`config.mk`:
```
export PLATFORM = sky130hd
export DESIGN_NAME = mem_port_arbiter
export DESIGN_NICKNAME = d
export VERILOG_FILES = /design/src/rtl/mem_port_arbiter_pkg.sv /design/src/rtl/mem_port_arbiter_rr_arb2.sv /design/src/rtl/mem_port_arbiter.sv
export SDC_FILE = /design/constraint.sdc
export NUM_CORES = 1
export LEC_CHECK = 0
export ABC_AREA = 1
export BUFFER_PORTS_ARGS = -buffer_cell sky130_fd_sc_hd__buf_2
export CAP_MARGIN = 20
export CORE_AREA = 3 3 116 118
export CTS_CLUSTER_DIAMETER = 50
export CTS_CLUSTER_SIZE = 20
export DETAILED_ROUTE_END_ITERATION = 8
export DIE_AREA = 0 0 119 121
export HOLD_SLACK_MARGIN = 0.1
export PLACE_DENSITY = 0.61
export SLEW_MARGIN = 5
export SYNTH_ARGS = -nofsm -noshare
export SYNTH_HDL_FRONTEND = slang
export SYNTH_SLANG_ARGS = --single-unit
```
`constraint.sdc`:
```
create_clock -name clk -period 1.6 [get_ports clk]
set_input_delay 0.08 -clock clk [delete_from_list [all_inputs] [get_ports clk]]
set_output_delay 0.08 -clock clk [all_outputs]
set_load 0.01 [all_outputs]
```
`src/rtl/mem_port_arbiter_pkg.sv`:
```
// Shared encodings for the two-requester memory port arbiter: FSM states,
// requester IDs and a helper mapping a requester ID to its lock state.
package mem_port_arbiter_pkg;

  typedef logic [1:0] arb_state_t;

  localparam arb_state_t ST_ARB   = 2'd0;
  localparam arb_state_t ST_LOCK0 = 2'd1;
  localparam arb_state_t ST_LOCK1 = 2'd2;

  localparam logic ID_M0 = 1'b0;
  localparam logic ID_M1 = 1'b1;

  function automatic arb_state_t lock_state_of(input logic id);
    return (id == ID_M1) ? ST_LOCK1 : ST_LOCK0;
  endfunction

endpackage

```
`src/rtl/mem_port_arbiter_rr_arb2.sv`:
```
// Combinational two-way round-robin pick: on contention the requester that
// did not win last time is granted.
module rr_arb2
  import mem_port_arbiter_pkg::*;
(
  input  logic [1:0] req,
  input  logic       last_winner,
  output logic [1:0] gnt
);

  always_comb begin
    gnt = 2'b00;
    unique case (req)
      2'b01:   gnt = 2'b01;
      2'b10:   gnt = 2'b10;
      2'b11:   gnt = (last_winner == ID_M0) ? 2'b10 : 2'b01;
      default: gnt = 2'b00;
    endcase
  end

endmodule

```
`src/rtl/mem_port_arbiter.sv`:
```
// Shares one memory port between M0 and M1 with round-robin arbitration,
// bounded lock bursts, and 1-cycle read-return routing to the issuing requester.
module mem_port_arbiter
  import mem_port_arbiter_pkg::*;
#(
  parameter int N        = 32,
  parameter int MAX_LOCK = 16,
  parameter int LOCK_W   = 5
) (
  input  logic         clk,
  input  logic         rstb,

  input  logic         m0_req,
  input  logic         m0_we,
  input  logic         m0_lock,
  input  logic [N-1:0] m0_addr,
  input  logic [N-1:0] m0_wdata,
  output logic         m0_gnt,
  output logic         m0_rvalid,
  output logic [N-1:0] m0_rdata,

  input  logic         m1_req,
  input  logic         m1_we,
  input  logic         m1_lock,
  input  logic [N-1:0] m1_addr,
  input  logic [N-1:0] m1_wdata,
  output logic         m1_gnt,
  output logic         m1_rvalid,
  output logic [N-1:0] m1_rdata,

  output logic         mem_wr_ena,
  output logic [N-1:0] mem_addr,
  output logic [N-1:0] mem_din,
  input  logic [N-1:0] mem_dout
);

  localparam logic [LOCK_W-1:0] LOCK_LAST = LOCK_W'(MAX_LOCK - 1);

  arb_state_t        state_q, state_d;
  logic              last_winner_q, last_winner_d;
  logic [LOCK_W-1:0] lock_cnt_q, lock_cnt_d;
  logic              rd_pending_q, rd_pending_d;
  logic              rd_owner_q, rd_owner_d;

  logic [1:0] arb_gnt;
  logic [1:0] gnt;
  logic       gnt_id;
  logic       any_gnt;
  logic       sel_we;
  logic       sel_lock;

  rr_arb2 u_rr_arb2 (
    .req         ({m1_req, m0_req}),
    .last_winner (last_winner_q),
    .gnt         (arb_gnt)
  );

  // A locked owner is the only candidate; reset blocks every issue.
  always_comb begin
    gnt = 2'b00;
    unique case (state_q)
      ST_LOCK0: gnt = {1'b0, m0_req};
      ST_LOCK1: gnt = {m1_req, 1'b0};
      default:  gnt = arb_gnt;
    endcase
    if (rstb) gnt = 2'b00;
  end

  assign m0_gnt   = gnt[0];
  assign m1_gnt   = gnt[1];
  assign any_gnt  = |gnt;
  assign gnt_id   = gnt[1];
  assign sel_we   = gnt_id ? m1_we   : m0_we;
  assign sel_lock = gnt_id ? m1_lock : m0_lock;

  assign mem_wr_ena = any_gnt & sel_we;
  assign mem_addr   = gnt[1] ? m1_addr  : m0_addr;
  assign mem_din    = gnt[1] ? m1_wdata : m0_wdata;

  assign m0_rvalid = rd_pending_q & (rd_owner_q == ID_M0) & ~rstb;
  assign m1_rvalid = rd_pending_q & (rd_owner_q == ID_M1) & ~rstb;
  assign m0_rdata  = mem_dout;
  assign m1_rdata  = mem_dout;

  always_comb begin
    state_d       = state_q;
    last_winner_d = last_winner_q;
    lock_cnt_d    = lock_cnt_q;
    rd_pending_d  = any_gnt & ~sel_we;
    rd_owner_d    = gnt_id;

    unique case (state_q)
      ST_LOCK0, ST_LOCK1: begin
        lock_cnt_d = lock_cnt_q + LOCK_W'(1);
        // Release or timeout: the owner is recorded as last winner so the
        // other side wins the next contested cycle in ARB.
        if (((state_q == ST_LOCK0) ? !m0_lock : !m1_lock) || (lock_cnt_q == LOCK_LAST)) begin
          state_d       = ST_ARB;
          lock_cnt_d    = '0;
          last_winner_d = (state_q == ST_LOCK1) ? ID_M1 : ID_M0;
        end
      end
      default: begin
        state_d = ST_ARB;
        if (any_gnt) begin
          last_winner_d = gnt_id;
          if (sel_lock) begin
            state_d    = lock_state_of(gnt_id);
            lock_cnt_d = LOCK_W'(1);
          end
        end
      end
    endcase
  end

  always_ff @(posedge clk) begin
    if (rstb) begin
      state_q       <= ST_ARB;
      last_winner_q <= ID_M1;
      lock_cnt_q    <= '0;
      rd_pending_q  <= 1'b0;
      rd_owner_q    <= ID_M0;
    end else begin
      state_q       <= state_d;
      last_winner_q <= last_winner_d;
      lock_cnt_q    <= lock_cnt_d;
      rd_pending_q  <= rd_pending_d;
      rd_owner_q    <= rd_owner_d;
    end
  end

endmodule

```
==> metrics.yaml <==
endpoint: "mem_din[3]"
synthDistinctLibCells: 25
dpl_worst_slack_ns: -0.126
max_freq_mhz: 555
die_area_mm2: 0.0144
setup_slack_ns: -0.203
yosysSeqAreaShare: 0.101
antenna_found_initial: 1
drive_gt1_frac: 0.596
crit_arrival_ns: 1.72
grt_pass1_vias: 2446
portBuffers: 204
cts-htree-levels: 1
area_delta_synth_final_pct: 71.2
grt_pass1_wl_um: 12000
grt_util_all_layers: 0.102
min_path_type: "in -> out"
cts_hold_buf: 0
fin_crit_ns: 1.80
die_w_um: 119
cts.clk_slew.worst_paths_ns: 0.04
multi_input_area_mm2: 0.00131
dpl.hpwl_um: 6330
nets: 700
synth_edf_count: 0
viasPerCell: 3.88
syn_nets: 537
grt_max_degree: 27
synth_flop_cell: "dfxtp_1"
clockBufferDepth: 2
worst_pin_slew_ns: 0.402
ios: 301
run_status: "finished, violations left"
r2r_slack_ns: -0.03
crit_chain: "inv_2 -> ha_4 -> nand2_2 -> nand2_4 -> nand2_8 -> buf_12 -> clkbuf_16 -> nand2_2 -> nand2_1 -> buf_2"
yosys.area.top_type_share: 0.384
worstPathMaxFanout: 8
root_buffer: "clkbuf_16"
rr_endpoint: "lock_cnt_q[0]"
clk_latency_ns: 0.24
rsz0062_at_grt: "true"
worstPathRequired_ns: 1.52
regArea_um2: 203
cp-start-kind: "flip-flop"
drt-total-wl_um: 8830
fin_crit_sh: 1.13
skew_ns: 0.000614
hold_viol_final: 0
gp_congestion: 0.779
yosys.area.top_type: "nand2_1"
synthArstFlopShare: 0
grt_overflow_total: 0
remaining_drc_errors: 0
ys_ff_latch: 10
power.leakage_nw: 2.00
wl_per_cell_um: 12.6
synth.most_common_cell: "nand2_1"
reg2reg_depth: 12
fill_cells: 1404
die_y_um: 121
max_stage_delay_ns: 0.33
cp-startpoint: "state_q[0]"
drv_slew: 0
maxCapViolations: 0
antennaDiodeCount: 0
drt-initial-drc-count: 63
core-area_mm2: 0.0126
synth_cells: 365
fin_setup_tns_ns: -11.17
path_class: "reg -> out"
cts_tree: "done"
syn_avg_cell_area_um2: 5.42
violations: "setup timing"
drt_pass1_iterations: 4
ys_warn_count: 0
cpMaxStageDelayCell: "dfxtp_2"
power.total_w: 0.00180
initial_utilization: 0.157
r2r_start: "state_q[0]"
ir_drop_mv: 0.312
synthTopCellsByCount: "nand2_1, buf_4, inv_1"
synthTopCellsByArea: "nand2_1, buf_4, dfxtp_1"
max-slew-margin-rel: 0.730
antenna_left: 0
power.density_mw_per_mm2: 533
setup_violations: 68
cts-buffers-inserted: 3
rows: 41
clkSinkCount: 10
num_vias: 2709
syn_area_mm2: 0.00198
cp_common_cell: "nand2_2"
endpoint_kind: "output port"
cell usage in the layout, fill, tap and decap left out, types with 2 or more instances in the layout:
cell type	synthesis	routed
ha_4	0	2
clkbuf_16	0	6
inv_1	14	12
buf_8	1	2
dfxtp_2	0	2
nand2_2	12	40
a21oi_2	0	6
nand3_1	9	6
nand2_4	1	6
a21oi_1	9	3
buf_12	0	4
nand2_1	202	168
buf_4	66	16
ha_1	4	2
nand3_2	0	3
buf_6	7	9
inv_2	2	3
buf_2	1	201
dfxtp_1	10	8
nor2_4	0	2
buf_16	0	3
nand4_1	2	2
nor2_1	10	8
per-layer routing:
| layer | vias to the layer above | track usage | share of wire |
|---|---|---|---|
| met5 | - | 0 | 0.0023 |
| li1 | 1357 | - | - |
| met1 | 1153 | 0.119 | 0.39 |
| met3 | 33 | 0.0410 | 0.11 |
| met2 | 164 | 0.168 | 0.48 |
| met4 | 2 | 0.0377 | 0.024 |
cells by family (layout without fill, tap and decap cells):
family                   after synthesis  in the layout  share of synthesized area
AO/OA/AOI/OAI                         12             12                     0.0335
AND/OR/NAND/NOR                      242            242                      0.496
flip-flops                            10             10                      0.101
buffers and inverters                 97            259                      0.344
adder cells (fa/ha/maj)                4              4                     0.0253
power by group:
part | switching, W | internal [W]
clock network | 0.000123 | 0.000376
logic | 0.000521 | 0.000508
registers | 0.00000958 | 0.000265
total | 0.000653 | 0.00115
flip-flops by register name, summed over array words and instances (netlist names):
signal         cells
rd_pending_q       1
rd_owner_q         1
lock_cnt_q         5
state_q            2
last_winner_q      1
worst max-delay path: cells and delay by family (launching register included):
family / cells / cell delay [ns]
buf+inv: 4 / 0.52
simple gates: 5 / 0.34
fa+ha+maj: 1 / 0.29
flops: 1 / 0.33
through the flow:
| step | hold slack [ns] | instances | instance area [um2] | util |
|---|---|---|---|---|
| floorplan | 0.242 | 365 | 1980 | - |
| global placement | 0.160 | 682 | 2800 | 0.222 |
| detailed placement | 0.160 | 682 | 2800 | 0.222 |
| CTS | 0.150 | 694 | 3100 | 0.246 |
| global route | 0.160 | 699 | 3380 | 0.269 |
| finish | 0.160 | 699 | 3380 | 0.269 |
cell type report:
class                      instances  share of cell area
clock buffer                       4              0.0262
inverter                          17              0.0218
multi-input combinational        258               0.387
sequential                        10              0.0599
tap                              172              0.0636
timing repair buffer             238               0.442
worst min-delay path by stage:
stage | from | to | slack, ns | depth (start not counted)
after floorplan | m1_lock | state_q[1] | 0.24 | 2
after global routing | mem_dout[22] | m1_rdata[22] | 0.16 | 0
after global placement | mem_dout[27] | m0_rdata[27] | 0.16 | 0
final | mem_dout[13] | m0_rdata[13] | 0.16 | 0
after CTS | m1_lock | state_q[1] | 0.15 | 3
after detailed placement | mem_dout[27] | m0_rdata[27] | 0.16 | 0
repair_timing:
item	CTS	global route
setup endpoints to repair	73	75
gates cloned	3	3
setup buffers	5	4
pin swaps	8	23
gates resized for setup	31	55
(Power assumes the default switching activity.)
